### src/rtl/traffic_pkg.sv
// Shared types and lamp encodings for the intersection controller.
// Each lamp triplet is ordered {red, yellow, green}.
package traffic_pkg;

  typedef enum logic [1:0] {
    S_ALL_RED,
    S_GREEN,
    S_YELLOW,
    S_FLASH
  } state_t;

  localparam logic [2:0] GREEN  = 3'b001;
  localparam logic [2:0] YELLOW = 3'b010;
  localparam logic [2:0] RED    = 3'b100;
  localparam logic [2:0] DARK   = 3'b000;

endpackage

### src/rtl/phase_timer.sv
// Down-counter shared by all timed phases. A load of D-1 makes expired rise
// on the D-th cycle of the phase.
module phase_timer #(
  parameter int               CNT_W   = 8,
  parameter logic [CNT_W-1:0] RST_VAL = '0
) (
  input  logic             clk,
  input  logic             rst,
  input  logic             load,
  input  logic [CNT_W-1:0] load_val,
  output logic             expired
);

  logic [CNT_W-1:0] cnt_reg;

  always_ff @(posedge clk) begin
    if (rst) begin
      cnt_reg <= RST_VAL;
    end else if (load) begin
      cnt_reg <= load_val;
    end else if (cnt_reg != '0) begin
      cnt_reg <= cnt_reg - 1'b1;
    end
  end

  assign expired = (cnt_reg == '0);

endmodule

### src/rtl/intersection_ctrl.sv
// N-way round-robin traffic-light controller with demand-driven green,
// yellow and all-red clearance, plus a flashing night mode.
module intersection_ctrl
  import traffic_pkg::*;
#(
  parameter int N_DIR     = 2,
  parameter int GREEN_MIN = 4,
  parameter int GREEN_MAX = 8,
  parameter int YELLOW_T  = 2,
  parameter int ALLRED_T  = 1,
  parameter int FLASH_T   = 2,
  parameter int CNT_W     = 8,
  parameter int DW        = $clog2(N_DIR)
) (
  input  logic               clk,
  input  logic               rst,
  input  logic [N_DIR-1:0]   sensor,
  input  logic               flash_req,
  output logic [3*N_DIR-1:0] lights,
  output logic [DW-1:0]      active_dir,
  output logic               handover
);

  localparam logic [CNT_W-1:0] ALLRED_LD = CNT_W'(ALLRED_T - 1);
  localparam logic [CNT_W-1:0] YELLOW_LD = CNT_W'(YELLOW_T - 1);
  localparam logic [CNT_W-1:0] FLASH_LD  = CNT_W'(FLASH_T - 1);
  localparam logic [CNT_W-1:0] GMIN_M1   = CNT_W'(GREEN_MIN - 1);
  localparam logic [CNT_W-1:0] GMAX_M1   = CNT_W'(GREEN_MAX - 1);
  localparam int MAX_T1 = (GREEN_MAX > YELLOW_T) ? GREEN_MAX : YELLOW_T;
  localparam int MAX_T2 = (ALLRED_T > FLASH_T) ? ALLRED_T : FLASH_T;
  localparam int MAX_T  = (MAX_T1 > MAX_T2) ? MAX_T1 : MAX_T2;

  if (N_DIR < 2) begin : g_bad_ndir
    $error("intersection_ctrl: N_DIR must be at least 2");
  end
  if (GREEN_MIN < 1 || GREEN_MAX < GREEN_MIN) begin : g_bad_green
    $error("intersection_ctrl: need 1 <= GREEN_MIN <= GREEN_MAX");
  end
  if (YELLOW_T < 1 || ALLRED_T < 1 || FLASH_T < 1) begin : g_bad_times
    $error("intersection_ctrl: YELLOW_T, ALLRED_T and FLASH_T must be >= 1");
  end
  if (longint'(MAX_T - 1) >= (longint'(1) << CNT_W)) begin : g_bad_cnt_w
    $error("intersection_ctrl: CNT_W too narrow for the longest phase");
  end

  state_t             state_reg, state_next;
  logic [DW-1:0]      cur_reg, cur_next;
  logic [N_DIR-1:0]   pend_reg, pend_next;
  logic [CNT_W-1:0]   elapsed_reg, elapsed_next;
  logic               first_reg, first_next;
  logic               phase_reg, phase_next;

  logic               load;
  logic [CNT_W-1:0]   load_val;
  logic               expired;
  logic [N_DIR-1:0]   cur_mask;
  logic               demand;
  logic               go_yellow;
  logic [DW-1:0]      sel;
  logic [DW-1:0]      sel_idx;

  phase_timer #(
    .CNT_W  (CNT_W),
    .RST_VAL(ALLRED_LD)
  ) u_timer (
    .clk     (clk),
    .rst     (rst),
    .load    (load),
    .load_val(load_val),
    .expired (expired)
  );

  assign cur_mask  = N_DIR'(1) << cur_reg;
  assign demand    = |(pend_reg | (sensor & ~cur_mask));
  assign go_yellow = (elapsed_reg >= GMIN_M1) &&
                     (flash_req || (demand && (!sensor[cur_reg] || elapsed_reg >= GMAX_M1)));

  // Round-robin pick: nearest pending approach after cur wins; cur itself is
  // the last resort, and approach 0 is taken when nothing is pending.
  always_comb begin
    sel     = '0;
    sel_idx = '0;
    if (pend_reg[cur_reg]) sel = cur_reg;
    for (int k = N_DIR - 1; k >= 1; k--) begin
      sel_idx = DW'((int'(cur_reg) + k) % N_DIR);
      if (pend_reg[sel_idx]) sel = sel_idx;
    end
  end

  always_comb begin
    state_next   = state_reg;
    cur_next     = cur_reg;
    phase_next   = phase_reg;
    first_next   = 1'b0;
    load         = 1'b0;
    load_val     = '0;
    elapsed_next = elapsed_reg;
    if (state_reg == S_GREEN && elapsed_reg != GMAX_M1) elapsed_next = elapsed_reg + 1'b1;
    pend_next = pend_reg | ((state_reg == S_GREEN) ? (sensor & ~cur_mask) : sensor);

    case (state_reg)
      S_ALL_RED: begin
        if (expired) begin
          if (flash_req) begin
            state_next = S_FLASH;
            phase_next = 1'b1;
            load       = 1'b1;
            load_val   = FLASH_LD;
          end else begin
            state_next     = S_GREEN;
            cur_next       = sel;
            pend_next[sel] = 1'b0;
            elapsed_next   = '0;
            first_next     = 1'b1;
          end
        end
      end
      S_GREEN: begin
        if (go_yellow) begin
          state_next = S_YELLOW;
          load       = 1'b1;
          load_val   = YELLOW_LD;
        end
      end
      S_YELLOW: begin
        if (expired) begin
          state_next = S_ALL_RED;
          load       = 1'b1;
          load_val   = ALLRED_LD;
        end
      end
      S_FLASH: begin
        if (!flash_req) begin
          state_next = S_ALL_RED;
          load       = 1'b1;
          load_val   = ALLRED_LD;
        end else if (expired) begin
          phase_next = ~phase_reg;
          load       = 1'b1;
          load_val   = FLASH_LD;
        end
      end
      default: state_next = S_ALL_RED;
    endcase
  end

  always_ff @(posedge clk) begin
    if (rst) begin
      state_reg   <= S_ALL_RED;
      cur_reg     <= DW'(N_DIR - 1);
      pend_reg    <= '0;
      elapsed_reg <= '0;
      first_reg   <= 1'b0;
      phase_reg   <= 1'b0;
    end else begin
      state_reg   <= state_next;
      cur_reg     <= cur_next;
      pend_reg    <= pend_next;
      elapsed_reg <= elapsed_next;
      first_reg   <= first_next;
      phase_reg   <= phase_next;
    end
  end

  for (genvar gi = 0; gi < N_DIR; gi++) begin : g_lamp
    assign lights[3*gi +: 3] =
      (state_reg == S_FLASH) ? (phase_reg ? ((gi == 0) ? YELLOW : RED) : DARK) :
      (state_reg == S_GREEN  && cur_reg == DW'(gi)) ? GREEN  :
      (state_reg == S_YELLOW && cur_reg == DW'(gi)) ? YELLOW : RED;
  end

  assign active_dir = cur_reg;
  assign handover   = first_reg;

endmodule

### config.mk
export PLATFORM = sky130hd
export DESIGN_NAME = intersection_ctrl
export DESIGN_NICKNAME = d
export VERILOG_FILES = /design/src/rtl/traffic_pkg.sv /design/src/rtl/phase_timer.sv /design/src/rtl/intersection_ctrl.sv
export SDC_FILE = /design/constraint.sdc
export NUM_CORES = 1
export LEC_CHECK = 0
export CAP_MARGIN = 25
export CORE_MARGIN = 4
export CORE_UTILIZATION = 60
export DETAILED_ROUTE_END_ITERATION = 6
export PLACE_DENSITY_LB_ADDON = 0.08
export SYNTH_ARGS = -nofsm -noshare
export SYNTH_HDL_FRONTEND = slang
export SYNTH_SLANG_ARGS = --single-unit
export TNS_END_PERCENT = 30
### constraint.sdc
create_clock -name clk -period 2.85 [get_ports clk]
set_clock_uncertainty 0.05 [all_clocks]
set_input_delay 0.4275 -clock clk [delete_from_list [all_inputs] [get_ports clk]]
set_output_delay 0.4275 -clock clk [all_outputs]
set_load 0.01 [all_outputs]
# Yosys cells after proc, flatten, opt, wreduce, memory -nomap -nowiden
# Cells that the tools add are included.
# classes
n_mux	52
magnitude_cmp	6
add_sub_neg	3
n_reduce_logical	21
eq_ne	11
bitwise_logic	11
shifts	1
# ops
op	n
8-bit 2-to-1 mux	6
8-bit one-hot mux with 4 select lines	1
1-bit 2-to-1 mux	24
3-bit 2-to-1 mux	7
2-bit 2-to-1 mux	10
2-bit != test, second input constant	7
8-bit by 1-bit adder with 8-bit output, second input constant	1
8-bit by 2-bit >= comparator with 1-bit output, second input constant	1
8-bit by 3-bit >= comparator with 1-bit output, second input constant	1
1-bit logical AND	8
8-bit logical NOT	1
8-bit by 3-bit != test with 1-bit output, second input constant	1
2-bit one-hot mux with 4 select lines	1
8-bit nonzero test	1
8-bit by 1-bit subtractor with 8-bit output, second input constant	1
1-bit by 2-bit less-than comparator with 1-bit output, second input constant	3
1-bit NOT	5
5-bit AND reduction	1
2-bit AND	2
2-bit equality test, second input constant	2
2-bit NOT	2
2-bit bitwise OR	2
1-bit one-hot mux with 4 select lines	1
4-bit AND reduction	1
13 further kinds	15
# word_totals
out_inout_bits	8
reg_bits	23
word_cells	112

# Depth between registers and ports, before layout
# logic_depth
word_depth	13
ltp_mapped	8
depth_no_buf	7

# Modules after synthesis
# A second synthesis with hierarchy kept.
# hier_totals
cells_unflattened	170
area_unflattened_um2	1447.6
# modules_own_cells
mod	cells_per_inst	area_per_inst_um2	instances	seq_area_each_um2
intersection_ctrl	117	972.2	1	300.3
phase_timer	53	475.5	1	160.2

# Worst setup path after synthesis
# OpenSTA, ideal clock, no wires.
# synth_timing
kind	register to register
from	reg state_reg[0]
to	reg state_reg[1]
period_less_slack_ns	1.819
arrival_ns	1.678
path_slack_ns	1.031
path_stages_with_launch	7
n_path_buf	0
setup_time_ns	0.091
path_cell_list	dfxtp_1 -> inv_1 -> ha_1 -> or2_2 -> a222oi_1 -> a21oi_1 -> a311oi_1
# synth_via
elab_chain_cells	3
word_cells_on_any_way	10
# synth_rtl
element	line_no	rtl
start: declaration	intersection_ctrl.sv:46	state_t state_reg, state_next;
start signal: assignment	intersection_ctrl.sv:156	state_reg <= state_next;
2-bit by 1-bit equality test with 1-bit output, or another cell as far along	intersection_ctrl.sv:101	case (state_reg)
2-bit != test (no line)	-	
4-bit AND reduction (no line)	-	
# Several ways; a longest one is shown, not always the timed one.
# A chain may end at the register's enable or synchronous reset.

# Final worst setup path
# layout_timing
from	reg state_reg[1]
to	out lights[3]
# layout_via
elab_chain_cells	4
word_cells_on_any_way	5
# layout_rtl
element	line_no	rtl
2-bit by 1-bit equality test with 1-bit output	intersection_ctrl.sv:168	(state_reg == S_GREEN && cur_reg == DW'(gi)) ? GREEN :
1-bit logical AND	intersection_ctrl.sv:168	
3-bit 2-to-1 mux	intersection_ctrl.sv:168	
3-bit 2-to-1 mux *	intersection_ctrl.sv:167	(state_reg == S_FLASH) ? (phase_reg ? ((gi == 0) ? YELLOW : RED) : DARK) :
end: declaration	intersection_ctrl.sv:19	output logic [3*N_DIR-1:0] lights,
# Every way passes the cells marked *; elsewhere a longest branch is shown, timed or not.

==> flow_metrics.tcl <==
set metrics [dict create \
    stdcell_count 193 \
    crit_path_end_kind "output pin" \
    cp.required_ns 2.37 \
    r2r_slack_ns 0.67 \
    max_slew_margin_pct 60.5 \
    reg2reg_depth 7 \
    fp-row-count 17 \
    grtUsageTotal_pct 17.8 \
    r2r_end "state_reg[1]$_SDFFE_PP0P_" \
    synth_top_cell_by_area "dfxtp_1" \
    syn_nets 167 \
    route.detailed.drc 0 \
    ys_ff_latch 23 \
    pwr-share-clk_pct 11.8 \
    setup_slack_ns 0.248 \
    cellLeakagePower_nw 0.583 \
    post-route-period-util_pct 91.3 \
    arrival_ns 2.12 \
    grt_max_degree 14 \
    ctsResizeCount 0 \
    crit_slowest_cell "clkdlybuf4s50_1" \
    seq_area_frac_synth_pct 33.6 \
    cts_tree "built" \
    crit_type "register to output pin" \
    worst_skew_pair.late_latency_ns 0.32 \
    coreArea_sq_um 2190 \
    cts_made_buffers 3 \
    drv_slew 0 \
    drtIter0Drc 13 \
    die_h_um 55.8 \
    hold_viol 0 \
    route.antenna.remaining_nets 0 \
    nets 178 \
    die_area_sq_um 3110 \
    cp-start-kind "register" \
    place.gp.congestion 0.787 \
    setup.worst_path.start "state_reg[1]$_SDFFE_PP0P_" \
    antennaDiodeCount 0 \
    crit_path_max_incr_delay_ns 0.56 \
    crit_end "lights[3]" \
    cts.clk_slew.worst_paths_ns 0.13 \
    ctsRootBufferMaster "clkbuf_4" \
    crit_fanout 11 \
    synth_ff_type "dfxtp_1" \
    clock_tree.buffer_depth 2 \
    worst_ir_drop_vdd_mv 0.745 \
    wl_um 2640 \
    synth_edf_count 0 \
    setup_tns_ns 0 \
    power.net_switching_w 0.000547 \
    fin_crit_ns 2.60 \
    start_util_pct 62.5 \
    min_path_type "register to register" \
    pwr-share-seq_pct 36.1 \
    pwr-share-comb_pct 52.1 \
    synth_area_leaders "dfxtp_1, nor2_1, ha_1" \
    placed_cells 189 \
    via_count 1161 \
    sw_frac_of_total_pct 41.5 \
    synth_most_common_cell "nor2_1" \
    drive_gt1_share_pct 10.3 \
    crit_chain "inv_1, ha_1, inv_1, nor3b_1, clkdlybuf4s50_1" \
    grt_pass1_wl_um 4550 \
    area_growth_pct 11.7 \
    crit_top_cell "inv_1" \
    synth_top_area_share_pct 33.6 \
    ys_top_cells_by_count "nor2_1, dfxtp_1, a21oi_1, nor3_1" \
    chipWidth_um 55.8 \
    setup-violations-final 0 \
    tightest_slew_ns 0.592 \
    htreeDepth 1 \
    power.density_nw_per_um2 863 \
    ios 13 \
    syn_inst 155 \
    grt_pass1_vias 1100 \
    rsz0062_at_grt "no" \
    dr.pass1.iters 4 \
    outcome "finished clean" \
    antenna_found_initial 0 \
    p_int_w 0.000772 \
    hold_buffers 0 \
    synth_area_sq_um 1370 \
    nFillCells 173 \
    async_reset_ff_share_pct 0 \
    wire_per_inst_um 13.7 \
    place_ws_ns 0.628 \
    avgSynthCellArea_sq_um 8.83 \
    fmax_mhz 384 \
    drt-vias-per-instance 6.02 \
    hpwl_um 2050 \
    synth_cell_types 49 \
    numPortBuffers 12 \
    post_cts_buffers 0 \
    max_cap_violations 0 \
    yosys_warnings 0 \
    grt_overflow 0 \
    timing.rr.start "state_reg[1]$_SDFFE_PP0P_" \
    post-route-util_pct 69.8 \
    cts_sinks 23 \
]
metal layers:
metal / part of all wire (%) / track usage [%] / routed length (um) / up-vias
met5: 0 / 0 / 0 / -
met4: 1.1 / 7.29 / 28 / 0
met3: 3.6 / 2.78 / 95 / 4
met2: 47 / 31.4 / 1250 / 20
met1: 48 / 21.4 / 1260 / 553
li1: - / - / - / 584
power by group through the flow:
stage / clock network, W / registers (W) / logic (W)
floorplan: 0 / 0.000462 / 0.000535
finish: 0.000156 / 0.000476 / 0.000688
global route: 0.000175 / 0.000487 / 0.000759
detailed placement: 0 / 0.000482 / 0.000683
global placement: 0 / 0.000475 / 0.000668
CTS: 0.000162 / 0.000474 / 0.000688
metrics by stage:
step / area (sq um) / total power (W) / hold slack [ns]
after detailed placement: 1500 / 0.00117 / 0.462
after global placement: 1500 / 0.00114 / 0.447
after CTS: 1530 / 0.00132 / 0.484
after global routing: 1530 / 0.00142 / 0.518
after floorplan: 1370 / 0.000997 / 0.416
final: 1530 / 0.00132 / 0.498
cells by family (layout without fill, tap and decap cells):
family | count (synthesis) | in the layout | synth area share, %
buffers and inverters | 13 | 23 | 3.57
DFF | 23 | 23 | 33.6
xor gates and xnor gates | 11 | 11 | 7.04
muxes | 6 | 6 | 4.57
adders and majority gates | 7 | 7 | 6.40
AOI/OAI and AO/OA | 31 | 31 | 18.3
and+or+nand+nor | 64 | 64 | 26.5
worst min path at each step:
| stage | from | to | slack, ns | cells past startpoint |
|---|---|---|---|---|
| after global routing | pend_reg[0]$_SDFF_PP0_ | pend_reg[1]$_SDFF_PP0_ | 0.52 | 2 |
| after CTS | phase_reg$_SDFFE_PP0P_ | phase_reg$_SDFFE_PP0P_ | 0.48 | 1 |
| after global placement | phase_reg$_SDFFE_PP0P_ | phase_reg$_SDFFE_PP0P_ | 0.45 | 1 |
| after detailed placement | phase_reg$_SDFFE_PP0P_ | phase_reg$_SDFFE_PP0P_ | 0.46 | 1 |
| final | u_timer.cnt_reg[7]$_SDFFE_PP0P_ | u_timer.cnt_reg[7]$_SDFFE_PP0P_ | 0.50 | 2 |
| after floorplan | phase_reg$_SDFFE_PP0P_ | phase_reg$_SDFFE_PP0P_ | 0.42 | 1 |
worst max-delay path: cells and delay by family (launching register included):
family / cells / cell delay, ns
adders and majority gates: 1 / 0.39
buffers and inverters: 3 / 0.84
and+or+nand+nor: 1 / 0.22
DFF: 1 / 0.36
layout make-up:
| type | count | area [sq um] | share of cell area (%) |
|---|---|---|---|
| multi-input cells | 119 | 860 | 56.2 |
| well taps | 28 | 35.0 | 2.29 |
| inverters | 7 | 26.3 | 1.72 |
| clock inverters | 1 | 5.00 | 0.327 |
| flip-flops and latches | 23 | 460 | 30.1 |
| repair buffers | 12 | 120 | 7.86 |
| clock buffers | 3 | 22.5 | 1.47 |
layout by cell type, fill, tap and decap left out, types with 2 or more instances in the layout:
cell type	netlist	layout
xnor2_1	5	5
a21o_1	2	2
nand4_1	2	2
nor2_1	25	25
nor3_1	8	8
nand2_1	7	7
a311oi_1	3	3
xor2_1	6	6
nor4_1	2	2
ha_1	7	7
a211oi_2	2	2
or2_2	2	2
a21oi_1	8	8
mux2_2	2	2
nand2b_1	2	2
inv_1	7	7
nand3_1	2	2
dfxtp_1	23	23
mux2i_1	4	4
clkbuf_4	0	3
o21ai_0	2	2
clkdlybuf4s50_1	0	12
nor3b_1	2	2
Power figures use the tool's default switching activity.
